$ cat config.mk
export PLATFORM = sky130hd
export DESIGN_NAME = trigger_event_stamper_flat
export DESIGN_NICKNAME = d
export VERILOG_FILES = /design/src/rtl/trigger_event_stamper_pkg.sv /design/src/rtl/trigger_event_stamper_if.sv /design/src/rtl/trigger_event_stamper_evt_sync_fifo.sv /design/src/rtl/trigger_event_stamper.sv /design/src/flat_wrapper.sv
export SDC_FILE = /design/constraint.sdc
export NUM_CORES = 2
export LEC_CHECK = 0
export ABC_AREA = 1
export CAP_MARGIN = 15
export CORE_MARGIN = 3
export CORE_UTILIZATION = 60
export CTS_BUF_LIST = sky130_fd_sc_hd__clkbuf_16
export DETAILED_ROUTE_END_ITERATION = 7
export PLACE_DENSITY = 0.8
export RECOVER_POWER = 50
export SYNTH_ARGS = -nofsm -noshare
export SYNTH_HDL_FRONTEND = slang
export SYNTH_SLANG_ARGS = --single-unit
$ cat constraint.sdc
create_clock -name clk -period 22.1 [get_ports clk]
set_input_delay 6.63 -clock clk [delete_from_list [all_inputs] [get_ports clk]]
set_output_delay 6.63 -clock clk [all_outputs]
set_load 0.005 [all_outputs]
$ cat src/rtl/trigger_event_stamper_pkg.sv
`default_nettype none
// ============================================================================
// Module      : trigger_event_stamper_pkg
// Description : Shared event-source codes, sequencer states and record sizing
//               for the trigger event stamper.
// Revision    : 1.0 - initial release
// ============================================================================
package trigger_event_stamper_pkg;

  localparam int SRC_WIDTH = 2;
  localparam int TOF_WIDTH = 32;

  localparam logic [SRC_WIDTH-1:0] EVT_SRC_TMO  = 2'b00;
  localparam logic [SRC_WIDTH-1:0] EVT_SRC_T0   = 2'b01;
  localparam logic [SRC_WIDTH-1:0] EVT_SRC_T1   = 2'b10;
  localparam logic [SRC_WIDTH-1:0] EVT_SRC_BOTH = 2'b11;

  typedef enum logic [1:0] {
    SEQ_DISARMED = 2'd0,
    SEQ_WAIT_T0  = 2'd1,
    SEQ_WAIT_T1  = 2'd2,
    SEQ_COMPLETE = 2'd3
  } seq_state_t;

  // Record layout is {src, ts, tof}, MSB first
  function automatic int rec_width(input int ts_width);
    return SRC_WIDTH + ts_width + TOF_WIDTH;
  endfunction

endpackage
`default_nettype wire

$ cat src/rtl/trigger_event_stamper_if.sv
`default_nettype none
// ============================================================================
// Module      : trigger_event_stamper_if
// Description : Valid/ready event-record stream from the stamper to the host.
// Revision    : 1.0 - initial release
// ============================================================================
interface trigger_event_stamper_if #(
  parameter int TS_WIDTH = 48
);
  logic                evt_valid;
  logic                evt_ready;
  logic [1:0]          evt_src;
  logic [TS_WIDTH-1:0] evt_ts;
  logic [31:0]         evt_tof;

  modport master (
    output evt_valid,
    output evt_src,
    output evt_ts,
    output evt_tof,
    input  evt_ready
  );

  modport slave (
    input  evt_valid,
    input  evt_src,
    input  evt_ts,
    input  evt_tof,
    output evt_ready
  );
endinterface
`default_nettype wire

$ cat src/rtl/trigger_event_stamper_evt_sync_fifo.sv
`default_nettype none
// ============================================================================
// Module      : evt_sync_fifo
// Description : First-word-fall-through FIFO with combinational read, flush,
//               and a held copy of the last popped word for the empty case.
// Revision    : 1.0 - initial release
// ============================================================================
module evt_sync_fifo #(
  parameter int WIDTH = 82,
  parameter int DEPTH = 16
) (
  input  logic                     clk,
  input  logic                     resetn,
  input  logic                     flush,
  input  logic                     push,
  input  logic [WIDTH-1:0]         wr_data,
  output logic                     full,
  input  logic                     pop,
  output logic [WIDTH-1:0]         rd_data,
  output logic                     empty,
  output logic [$clog2(DEPTH):0]   level
);

  localparam int c_PTR_W = $clog2(DEPTH);

  logic [WIDTH-1:0]   r_mem [DEPTH];
  logic [c_PTR_W-1:0] r_wr_ptr;
  logic [c_PTR_W-1:0] r_rd_ptr;
  logic [c_PTR_W:0]   r_level;
  logic [WIDTH-1:0]   r_last;
  logic               w_do_push;
  logic               w_do_pop;

  assign full      = (r_level == (c_PTR_W+1)'(DEPTH));
  assign empty     = (r_level == '0);
  assign level     = r_level;
  // A full FIFO drops the incoming word even when a pop frees a slot this cycle
  assign w_do_push = push & ~full & ~flush;
  assign w_do_pop  = pop & ~empty & ~flush;
  assign rd_data   = empty ? r_last : r_mem[r_rd_ptr];

  always_ff @(posedge clk) begin
    if (w_do_push) begin
      r_mem[r_wr_ptr] <= wr_data;
    end
  end

  always_ff @(posedge clk or negedge resetn) begin
    if (!resetn) begin
      r_wr_ptr <= '0;
      r_rd_ptr <= '0;
      r_level  <= '0;
      r_last   <= '0;
    end else if (flush) begin
      r_wr_ptr <= '0;
      r_rd_ptr <= '0;
      r_level  <= '0;
      r_last   <= '0;
    end else begin
      if (w_do_push) begin
        r_wr_ptr <= r_wr_ptr + c_PTR_W'(1);
      end
      if (w_do_pop) begin
        r_rd_ptr <= r_rd_ptr + c_PTR_W'(1);
        r_last   <= r_mem[r_rd_ptr];
      end
      if (w_do_push && !w_do_pop) begin
        r_level <= r_level + (c_PTR_W+1)'(1);
      end else if (!w_do_push && w_do_pop) begin
        r_level <= r_level - (c_PTR_W+1)'(1);
      end
    end
  end

endmodule
`default_nettype wire

$ cat src/rtl/trigger_event_stamper.sv
`default_nettype none
// ============================================================================
// Module      : trigger_event_stamper
// Description : Timestamps trigger0/trigger1 rising edges with pulse_tof,
//               tracks the T0->T1 sequence with timeout, queues records.
// Revision    : 1.0 - initial release
// ============================================================================
module trigger_event_stamper
  import trigger_event_stamper_pkg::*;
#(
  parameter int FIFO_DEPTH     = 16,
  parameter int TS_WIDTH       = 48,
  parameter int TIMEOUT_CYCLES = 125000000
) (
  input  logic                          clk,
  input  logic                          resetn,
  input  logic                          enable,
  input  logic                          trigger0,
  input  logic                          trigger1,
  input  logic [31:0]                   pulse_tof,
  trigger_event_stamper_if.master       evt,
  output logic [$clog2(FIFO_DEPTH):0]   fifo_level,
  output logic [15:0]                   overflow_cnt,
  output logic [1:0]                    seq_state,
  output logic                          seq_done
);

  localparam int                  c_REC_W    = rec_width(TS_WIDTH);
  localparam int                  c_TMO_W    = $clog2(TIMEOUT_CYCLES + 1);
  localparam logic [c_TMO_W-1:0]  c_TMO_LAST = c_TMO_W'(TIMEOUT_CYCLES - 1);

  logic               r_trig0_d;
  logic               r_trig1_d;
  logic [TS_WIDTH-1:0] r_ts;
  logic [15:0]        r_ovf;
  logic [c_TMO_W-1:0] r_tmo_cnt;
  logic [c_TMO_W-1:0] w_tmo_next;
  seq_state_t         r_state;
  seq_state_t         w_state_next;
  logic               w_rise0;
  logic               w_rise1;
  logic               w_edge;
  logic               w_tmo_push;
  logic               w_push;
  logic               w_full;
  logic               w_empty;
  logic [1:0]         w_src;
  logic [c_REC_W-1:0] w_wr_rec;
  logic [c_REC_W-1:0] w_rd_rec;

  assign w_rise0 = trigger0 & ~r_trig0_d;
  assign w_rise1 = trigger1 & ~r_trig1_d;
  assign w_edge  = enable & (w_rise0 | w_rise1);

  // History keeps sampling while disarmed so a level already high at arm is not an edge
  always_ff @(posedge clk or negedge resetn) begin
    if (!resetn) begin
      r_trig0_d <= 1'b0;
      r_trig1_d <= 1'b0;
    end else begin
      r_trig0_d <= trigger0;
      r_trig1_d <= trigger1;
    end
  end

  always_ff @(posedge clk or negedge resetn) begin
    if (!resetn) begin
      r_state   <= SEQ_DISARMED;
      r_tmo_cnt <= '0;
    end else begin
      r_state   <= w_state_next;
      r_tmo_cnt <= w_tmo_next;
    end
  end

  always_comb begin
    w_state_next = r_state;
    w_tmo_next   = r_tmo_cnt;
    w_tmo_push   = 1'b0;
    if (!enable) begin
      w_state_next = SEQ_DISARMED;
      w_tmo_next   = '0;
    end else begin
      unique case (r_state)
        SEQ_DISARMED: w_state_next = SEQ_WAIT_T0;
        SEQ_WAIT_T0: begin
          if (w_rise0 && w_rise1) begin
            w_state_next = SEQ_COMPLETE;
          end else if (w_rise0) begin
            w_state_next = SEQ_WAIT_T1;
            // Counter holds cycles elapsed since the T0 edge cycle
            w_tmo_next   = c_TMO_W'(1);
          end
        end
        SEQ_WAIT_T1: begin
          if (w_rise1) begin
            w_state_next = SEQ_COMPLETE;
          end else if (r_tmo_cnt == c_TMO_LAST) begin
            w_tmo_push   = 1'b1;
            w_state_next = SEQ_COMPLETE;
          end else begin
            w_tmo_next   = r_tmo_cnt + c_TMO_W'(1);
          end
        end
        SEQ_COMPLETE: w_state_next = SEQ_COMPLETE;
        default:      w_state_next = SEQ_DISARMED;
      endcase
    end
  end

  // An edge record takes the single push slot over a coincident timeout record
  always_comb begin
    w_src = EVT_SRC_TMO;
    if (w_rise0 && w_rise1) begin
      w_src = EVT_SRC_BOTH;
    end else if (w_rise0) begin
      w_src = EVT_SRC_T0;
    end else if (w_rise1) begin
      w_src = EVT_SRC_T1;
    end
  end

  assign w_push   = w_edge | w_tmo_push;
  assign w_wr_rec = {w_src, r_ts, pulse_tof};

  always_ff @(posedge clk or negedge resetn) begin
    if (!resetn) begin
      r_ts  <= '0;
      r_ovf <= '0;
    end else if (!enable) begin
      r_ts  <= '0;
      r_ovf <= '0;
    end else begin
      r_ts <= r_ts + TS_WIDTH'(1);
      if (w_push && w_full && (r_ovf != 16'hFFFF)) begin
        r_ovf <= r_ovf + 16'd1;
      end
    end
  end

  evt_sync_fifo #(
    .WIDTH (c_REC_W),
    .DEPTH (FIFO_DEPTH)
  ) u_fifo (
    .clk     (clk),
    .resetn  (resetn),
    .flush   (~enable),
    .push    (w_push),
    .wr_data (w_wr_rec),
    .full    (w_full),
    .pop     (evt.evt_ready),
    .rd_data (w_rd_rec),
    .empty   (w_empty),
    .level   (fifo_level)
  );

  assign evt.evt_valid = ~w_empty;
  assign {evt.evt_src, evt.evt_ts, evt.evt_tof} = w_rd_rec;
  assign overflow_cnt  = r_ovf;
  assign seq_state     = r_state;
  assign seq_done      = (r_state != SEQ_COMPLETE) && (w_state_next == SEQ_COMPLETE);

endmodule
`default_nettype wire

$ cat src/flat_wrapper.sv
// flat-port wrapper written by rule: the top's interface ports become plain ports
module trigger_event_stamper_flat import trigger_event_stamper_pkg::*;
#(
  parameter int FIFO_DEPTH     = 16,
  parameter int TS_WIDTH       = 48,
  parameter int TIMEOUT_CYCLES = 125000000
)
  (clk, resetn, enable, trigger0, trigger1, pulse_tof, fifo_level, overflow_cnt, seq_state, seq_done, evt_evt_valid, evt_evt_src, evt_evt_ts, evt_evt_tof, evt_evt_ready);
  trigger_event_stamper_if #(.TS_WIDTH(TS_WIDTH)) evt_i ();
  input  logic clk;
  input  logic resetn;
  input  logic enable;
  input  logic trigger0;
  input  logic trigger1;
  input  logic [31:0] pulse_tof;
  output logic [$clog2(FIFO_DEPTH):0] fifo_level;
  output logic [15:0] overflow_cnt;
  output logic [1:0] seq_state;
  output logic seq_done;
  output wire logic [$bits(evt_i.evt_valid)-1:0] evt_evt_valid;
  output wire logic [$bits(evt_i.evt_src)-1:0] evt_evt_src;
  output wire logic [$bits(evt_i.evt_ts)-1:0] evt_evt_ts;
  output wire logic [$bits(evt_i.evt_tof)-1:0] evt_evt_tof;
  input wire logic [$bits(evt_i.evt_ready)-1:0] evt_evt_ready;
  assign evt_evt_valid = evt_i.evt_valid;
  assign evt_evt_src = evt_i.evt_src;
  assign evt_evt_ts = evt_i.evt_ts;
  assign evt_evt_tof = evt_i.evt_tof;
  assign evt_i.evt_ready = evt_evt_ready;
  trigger_event_stamper #(.FIFO_DEPTH(FIFO_DEPTH), .TS_WIDTH(TS_WIDTH), .TIMEOUT_CYCLES(TIMEOUT_CYCLES)) u_core (.clk(clk), .resetn(resetn), .enable(enable), .trigger0(trigger0), .trigger1(trigger1), .pulse_tof(pulse_tof), .evt(evt_i), .fifo_level(fifo_level), .overflow_cnt(overflow_cnt), .seq_state(seq_state), .seq_done(seq_done));
endmodule
# Word-level counts from Yosys, hierarchy flattened

Memories as Yosys holds them, arrays and structs flattened.
Index checks and enable logic that the tools add are counted.
Widths: inputs -> output; s select.

Reductions and logical operators: 11
Mux-type cells: 34
$add $sub $neg: 7
Bitwise operators: 13
Equality and inequality tests: 17

Operators by type and width:

| operator              | count |
|---|---|
| $mux 82               | 3 |
| $mux 27               | 5 |
| $pmux 27 s2           | 1 |
| $add 48x1->48 const B | 1 |
| $mux 48               | 1 |
| $mux 16               | 2 |
| $add 27x1->27 const B | 1 |
| $eq 27x27->1 const B  | 1 |
| $add 16x1->16 const B | 1 |
| $mux 2                | 8 |
| $mux 4                | 4 |
| $ne 16x16->1 const B  | 1 |
| $mux 5                | 3 |
| $ne 3x3->1 const B    | 3 |
| $add 4x1->4 const B   | 2 |
| $pmux 2 s4            | 1 |
| $and 1x1->1           | 7 |
| $eq 2x2->1 const B    | 3 |
| $logic_and 1x1->1     | 6 |
| $mux 1                | 6 |
| $ne 2x1->1 const B    | 3 |
| $ne 3x1->1 const B    | 2 |
| $add 5x1->5 const B   | 1 |
| $eq 5x5->1 const B    | 1 |
| 10 further kinds      | 15 |

Input bits: 38
Register bits after elaboration: 190
Bits in writable memories: 1312
Memories: 1
Output and inout port bits: 107
Logic and storage cells: 93

Memories:

| memory              | depth | bits a word | read ports | clocked after memory_dff | wr ports | RTL line                                  | source |
|---|---|---|---|---|---|---|---|
| u_core.u_fifo.r_mem | 16    | 82          | 1          | 0                        | 1        | trigger_event_stamper_evt_sync_fifo.sv:26 | `logic [WIDTH-1:0] r_mem [DEPTH];` |

# Depth between registers and ports, before layout

Depth in word-level cells: 13
Depth in mapped cells: 18
Depth with buffers taken out: 18

# Hierarchy

From an unflattened synthesis, not the netlist that was laid out.

Cells, all modules: 5877
Area total of the unflattened synthesis: 63078.0 µm²

By module, submodules not included:

| module                | area each (µm²) | cells an instance | seq. area each (µm²) | times used |
|---|---|---|---|---|
| evt_sync_fifo         | 56694.4         | 4934              | 41775.1              | 1 |
| trigger_event_stamper | 6383.6          | 943               | 2377.3               | 1 |

# Worst setup path before layout

No wires, ideal clock.

Path kind: input -> output
From: input port trigger0
To: output port seq_done
Required time: 15.470 ns
Data arrival time: 7.884 ns
Path buffers: 2
Stages: 9
Slack: 7.586 ns
Cell sequence: inv_1 -> nor2_1 -> nand2_1 -> nor3_1 -> nor2_1 -> nand2_2 -> buf_6 -> buf_6 -> nor2_1

Cells in the longest elaborated chain, start to end: 7
Elaborated cells on any way between the ends: 8
Classes of those cells: eq/ne (1); mux (4); bitwise (1); reduce/logical (2)

RTL lines:

| element                                     | RTL line                                                 | source |
|---|---|---|
| start, declared                             | flat_wrapper.sv:13                                       | `input logic trigger0;` |
| $and 1x1->1 (*)                             | trigger_event_stamper.sv:51                              | `assign w_rise0 = trigger0 & ~r_trig0_d;` |
| $mux 2 or $logic_and 1x1->1 (tied branches) | trigger_event_stamper.sv:89, trigger_event_stamper.sv:87 |  |
| $mux 2 (*)                                  | trigger_event_stamper.sv:87                              | `if (w_rise0 && w_rise1) begin` |
| $pmux 2 s4 (*)                              | trigger_event_stamper.sv:84                              | `unique case (r_state)` |
| $mux 2 (*)                                  | trigger_event_stamper.sv:80                              | `if (!enable) begin` |
| $eq 2x2->1 (*)                              | trigger_event_stamper.sv:161                             | `assign seq_done = (r_state != SEQ_COMPLETE) && (w_state_next == SEQ_COMPLETE);` |
| $logic_and 1x1->1 (*)                       | trigger_event_stamper.sv:161                             |  |
| end, declared                               | flat_wrapper.sv:19                                       | `output logic seq_done;` |

Every way passes the cells marked *; elsewhere a longest branch is shown, timed or not.

# Worst setup path after layout

From: input port enable
To: output port seq_done

Cells in the longest elaborated chain, start to end: 3

RTL lines:

| element           | RTL line                     | source |
|---|---|---|
| start, declared   | flat_wrapper.sv:12           | `input logic enable;` |
| $mux 2            | trigger_event_stamper.sv:80  |  |
| $eq 2x2->1        | trigger_event_stamper.sv:161 |  |
| $logic_and 1x1->1 | trigger_event_stamper.sv:161 |  |

Every way passes these cells.

==> results_dict.tcl <==
set metrics [dict create \
    seqCellArea_mm2 0.0442 \
    synth_edf_count 1312 \
    p_per_area_mw_per_mm2 101 \
    worstSetupPathDepth 7 \
    ant_nets 0 \
    finalWorstSetupSlack_ps 4240 \
    clkPwrFrac_pct 35.7 \
    critPathMaxFanout 48 \
    antenna_found_initial 4 \
    die_y_um 328 \
    rr_worst_depth 12 \
    slowest_stage "clkbuf_1" \
    synthCells 5448 \
    dpl_worst_slack_ps 5800 \
    period_needed_ps 17860 \
    instances_no_fill 7000 \
    p_seq_share_pct 45.2 \
    r2r_slack_ps 16460 \
    die_x_um 328 \
    cts_root_buf "clkbuf_16" \
    maxCapViolations 6 \
    end_kind "output port" \
    gr-total-overflow 0 \
    syn_nets 5499 \
    drtIter0Drc 5233 \
    area_growth_pct 11.7 \
    ys_types 43 \
    io_pins 145 \
    ctsResizeCount 0 \
    ys_seq_area_share_pct 70.8 \
    start_util_pct 60.8 \
    cts_hold_buf 0 \
    io_buffers 144 \
    critPathCapture "seq_done" \
    worstHoldPathCells 2 \
    power.total_mw 7.05 \
    nFillCells 6985 \
    power.internal_mw 5.07 \
    hold_viol_final 0 \
    arrival_ps 11230 \
    critPathKind "in -> out" \
    swShare_pct 28.2 \
    clockBufferDepth 3 \
    postSynthAreaPerCell_um2 11.4 \
    worstSkewPairLatency_ps 770 \
    layout_common_cells "1312 x edfxtp_1, 1050 x nand2_1, 830 x nor2_1, 489 x o21ai_0, 395 x inv_1" \
    viasPerCell 6.10 \
    cp_data_required_time_ps 15470 \
    firstDrtPassIters 8 \
    htreeDepth 4 \
    grt_max_degree 247 \
    slew_violations 303 \
    multi_input_area_mm2 0.0155 \
    crit_chain "buf_2 -> clkbuf_1 -> inv_1 -> nor2_1 -> nand2_2 -> nor2_1 -> clkdlybuf4s50_1" \
    worst_pin_slew_ps 3230 \
    cts.sinks 1502 \
    slowest_delay_ps 1890 \
    design.core.area_mm2 0.102 \
    synth-seq-cells 1502 \
    via_count 42700 \
    p_leak_nw 24.7 \
    clk_pin_slew_worst_paths_ps 60 \
    wl_per_cell_um 22.8 \
    drive_gt1_share_pct 5.77 \
    num_rows 117 \
    synthArstFlopShare_pct 12.6 \
    cts_setup_buffers 0 \
    combPwrFrac_pct 19.1 \
    fmax_mhz 56.0 \
    tritoncts "done" \
    cpMostUsedCell "nor2_1" \
    track_usage_pct 29.5 \
    setup_violations 0 \
    final_net_count 5555 \
    drc 0 \
    syn-cell-area_mm2 0.0624 \
    totalWireLength_mm 160 \
    status "finished, violations left" \
    die_area_mm2 0.108 \
    routabilityCongestion 0.919 \
    cp_top_family "buffers and inverters" \
    startpoint "enable" \
    start_kind "primary input" \
    vdd_drop_max_v 0.0000876 \
    crit_buf_inv 4 \
    post-route-period-util_pct 80.8 \
    place_hpwl_mm 81.9 \
    place_inst 6717 \
    cts-buffers-inserted 150 \
    grt_pass1_vias 41400 \
    final_common_cell "edfxtp_1" \
    skew_ps 28.7 \
    grt_pass1_wl_mm 241 \
    relSlewSlack_pct -115 \
    worst_r2r_startpoint "u_core.u_fifo.r_rd_ptr[0]$_DFFE_PN0P_" \
    yosys_warnings 0 \
    hold_class "reg -> reg" \
    synth_ff_type "edfxtp_1" \
    violations "capacitance limit, slew limit" \
    tns_ps 0 \
    p_switching_mw 1.99 \
    rsz0062_at_grt "no" \
    r2r-end "u_core.u_fifo.r_last[36]$_DFFE_PN0P_" \
]
through the flow:
stage | instance area, um^2 | utilization (%) | hold WS, ps
floorplan | 62400 | - | 449
global placement | 64800 | 63.2 | 463
detailed placement | 64800 | 63.2 | 465
CTS | 69700 | 68.0 | 486
global route | 69700 | 68.0 | 517
finish | 69700 | 68.0 | 484
flip-flops by register name, indices dropped and copies added, names as in the netlist:
register	flops
u_core.overflow_cnt	16
u_core.r_tmo_cnt	27
u_core.r_trig0_d	1
u_core.r_trig1_d	1
u_core.r_ts	48
u_core.seq_state	2
u_core.u_fifo.level	5
u_core.u_fifo.r_last	82
u_core.u_fifo.r_mem	1312
u_core.u_fifo.r_rd_ptr	4
u_core.u_fifo.r_wr_ptr	4
cells by family (layout without fill, tap and decap cells):
group	count (synthesis)	after routing	synth area share (%)
other cells	0	2	0
xor+xnor	59	59	0.829
fa+ha+maj	13	13	0.273
compound gates	990	990	9.47
simple gates	2207	2207	14.1
buf+inv	677	859	4.52
flops	1502	1502	70.8
how the worst min path moves through the flow:
| stage | start | endpoint | slack, ps |
|---|---|---|---|
| floorplan | u_core.u_fifo.r_last[16]$_DFFE_PN0P_ | u_core.u_fifo.r_last[16]$_DFFE_PN0P_ | 450 |
| global placement | u_core.u_fifo.r_last[24]$_DFFE_PN0P_ | u_core.u_fifo.r_last[24]$_DFFE_PN0P_ | 460 |
| detailed placement | u_core.u_fifo.r_last[28]$_DFFE_PN0P_ | u_core.u_fifo.r_last[28]$_DFFE_PN0P_ | 470 |
| CTS | u_core.u_fifo.r_last[71]$_DFFE_PN0P_ | u_core.u_fifo.r_last[71]$_DFFE_PN0P_ | 490 |
| global route | u_core.u_fifo.r_last[30]$_DFFE_PN0P_ | u_core.u_fifo.r_last[30]$_DFFE_PN0P_ | 520 |
| finish | u_core.u_fifo.r_last[71]$_DFFE_PN0P_ | u_core.u_fifo.r_last[71]$_DFFE_PN0P_ | 480 |
layer usage:
metal  GRT usage, %  share of wire (%)  up-vias
met5              0                  0        -
met3           4.66                9.5      391
met1           39.8                 39    20800
li1               -                  -    19100
met2           48.2                 48     2367
met4           12.4                3.7        0
power by group through the flow:
stage | logic [mW] | registers, mW | clock network (mW)
3_5_place_dp | 1.33 | 3.25 | 0
4_1_cts | 1.35 | 3.19 | 2.54
3_3_place_gp | 1.29 | 3.24 | 0
5_1_grt | 1.49 | 3.19 | 2.66
6_report | 1.35 | 3.19 | 2.52
2_1_floorplan | 0.814 | 3.23 | 0
layout make-up:
type                    count  area share [%]
clock inverters           125            1.55
clock buffers             153            5.50
well taps                1368            2.46
inverters                 367            2.01
repair buffers            214            2.83
diodes                      2         0.00718
multi-input cells        3269            22.2
flip-flops and latches   1502            63.4
cells in the mapped netlist (2+ instances only):
cell | number | area, um^2
buf_4 | 18 | 135
o21ai_1 | 118 | 591
nor3_1 | 69 | 345
buf_2 | 124 | 621
dfrtp_1 | 190 | 4750
nand4_1 | 26 | 163
o22ai_1 | 24 | 150
xor2_1 | 52 | 455
nand2_1 | 1050 | 3940
nor2_2 | 6 | 37.5
and3_1 | 3 | 18.8
clkbuf_1 | 127 | 477
o2111ai_1 | 120 | 1050
nor2_1 | 835 | 3130
o21ai_0 | 489 | 2450
nand2_2 | 6 | 37.5
o21a_1 | 2 | 15.0
nor4_1 | 4 | 25.0
clkbuf_2 | 2 | 10.0
buf_1 | 32 | 120
ha_1 | 12 | 150
inv_1 | 354 | 1330
edfxtp_1 | 1312 | 39400
a21oi_1 | 52 | 260
nor3b_1 | 5 | 37.5
inv_2 | 11 | 41.3
xnor2_1 | 7 | 61.3
o211ai_1 | 160 | 1200
o31ai_1 | 19 | 143
nand3_1 | 198 | 991
o21ai_2 | 3 | 26.3
buf_6 | 7 | 78.8
worst register-to-register path: cells and delay by family, from the launching register on:
kind	cells	cell delay (ps)
buffers and inverters	4	3600
DFF	1	770
AOI/OAI and AO/OA	4	510
and+or+nand+nor	4	610
No activity file was read; power rests on OpenSTA's default activity.
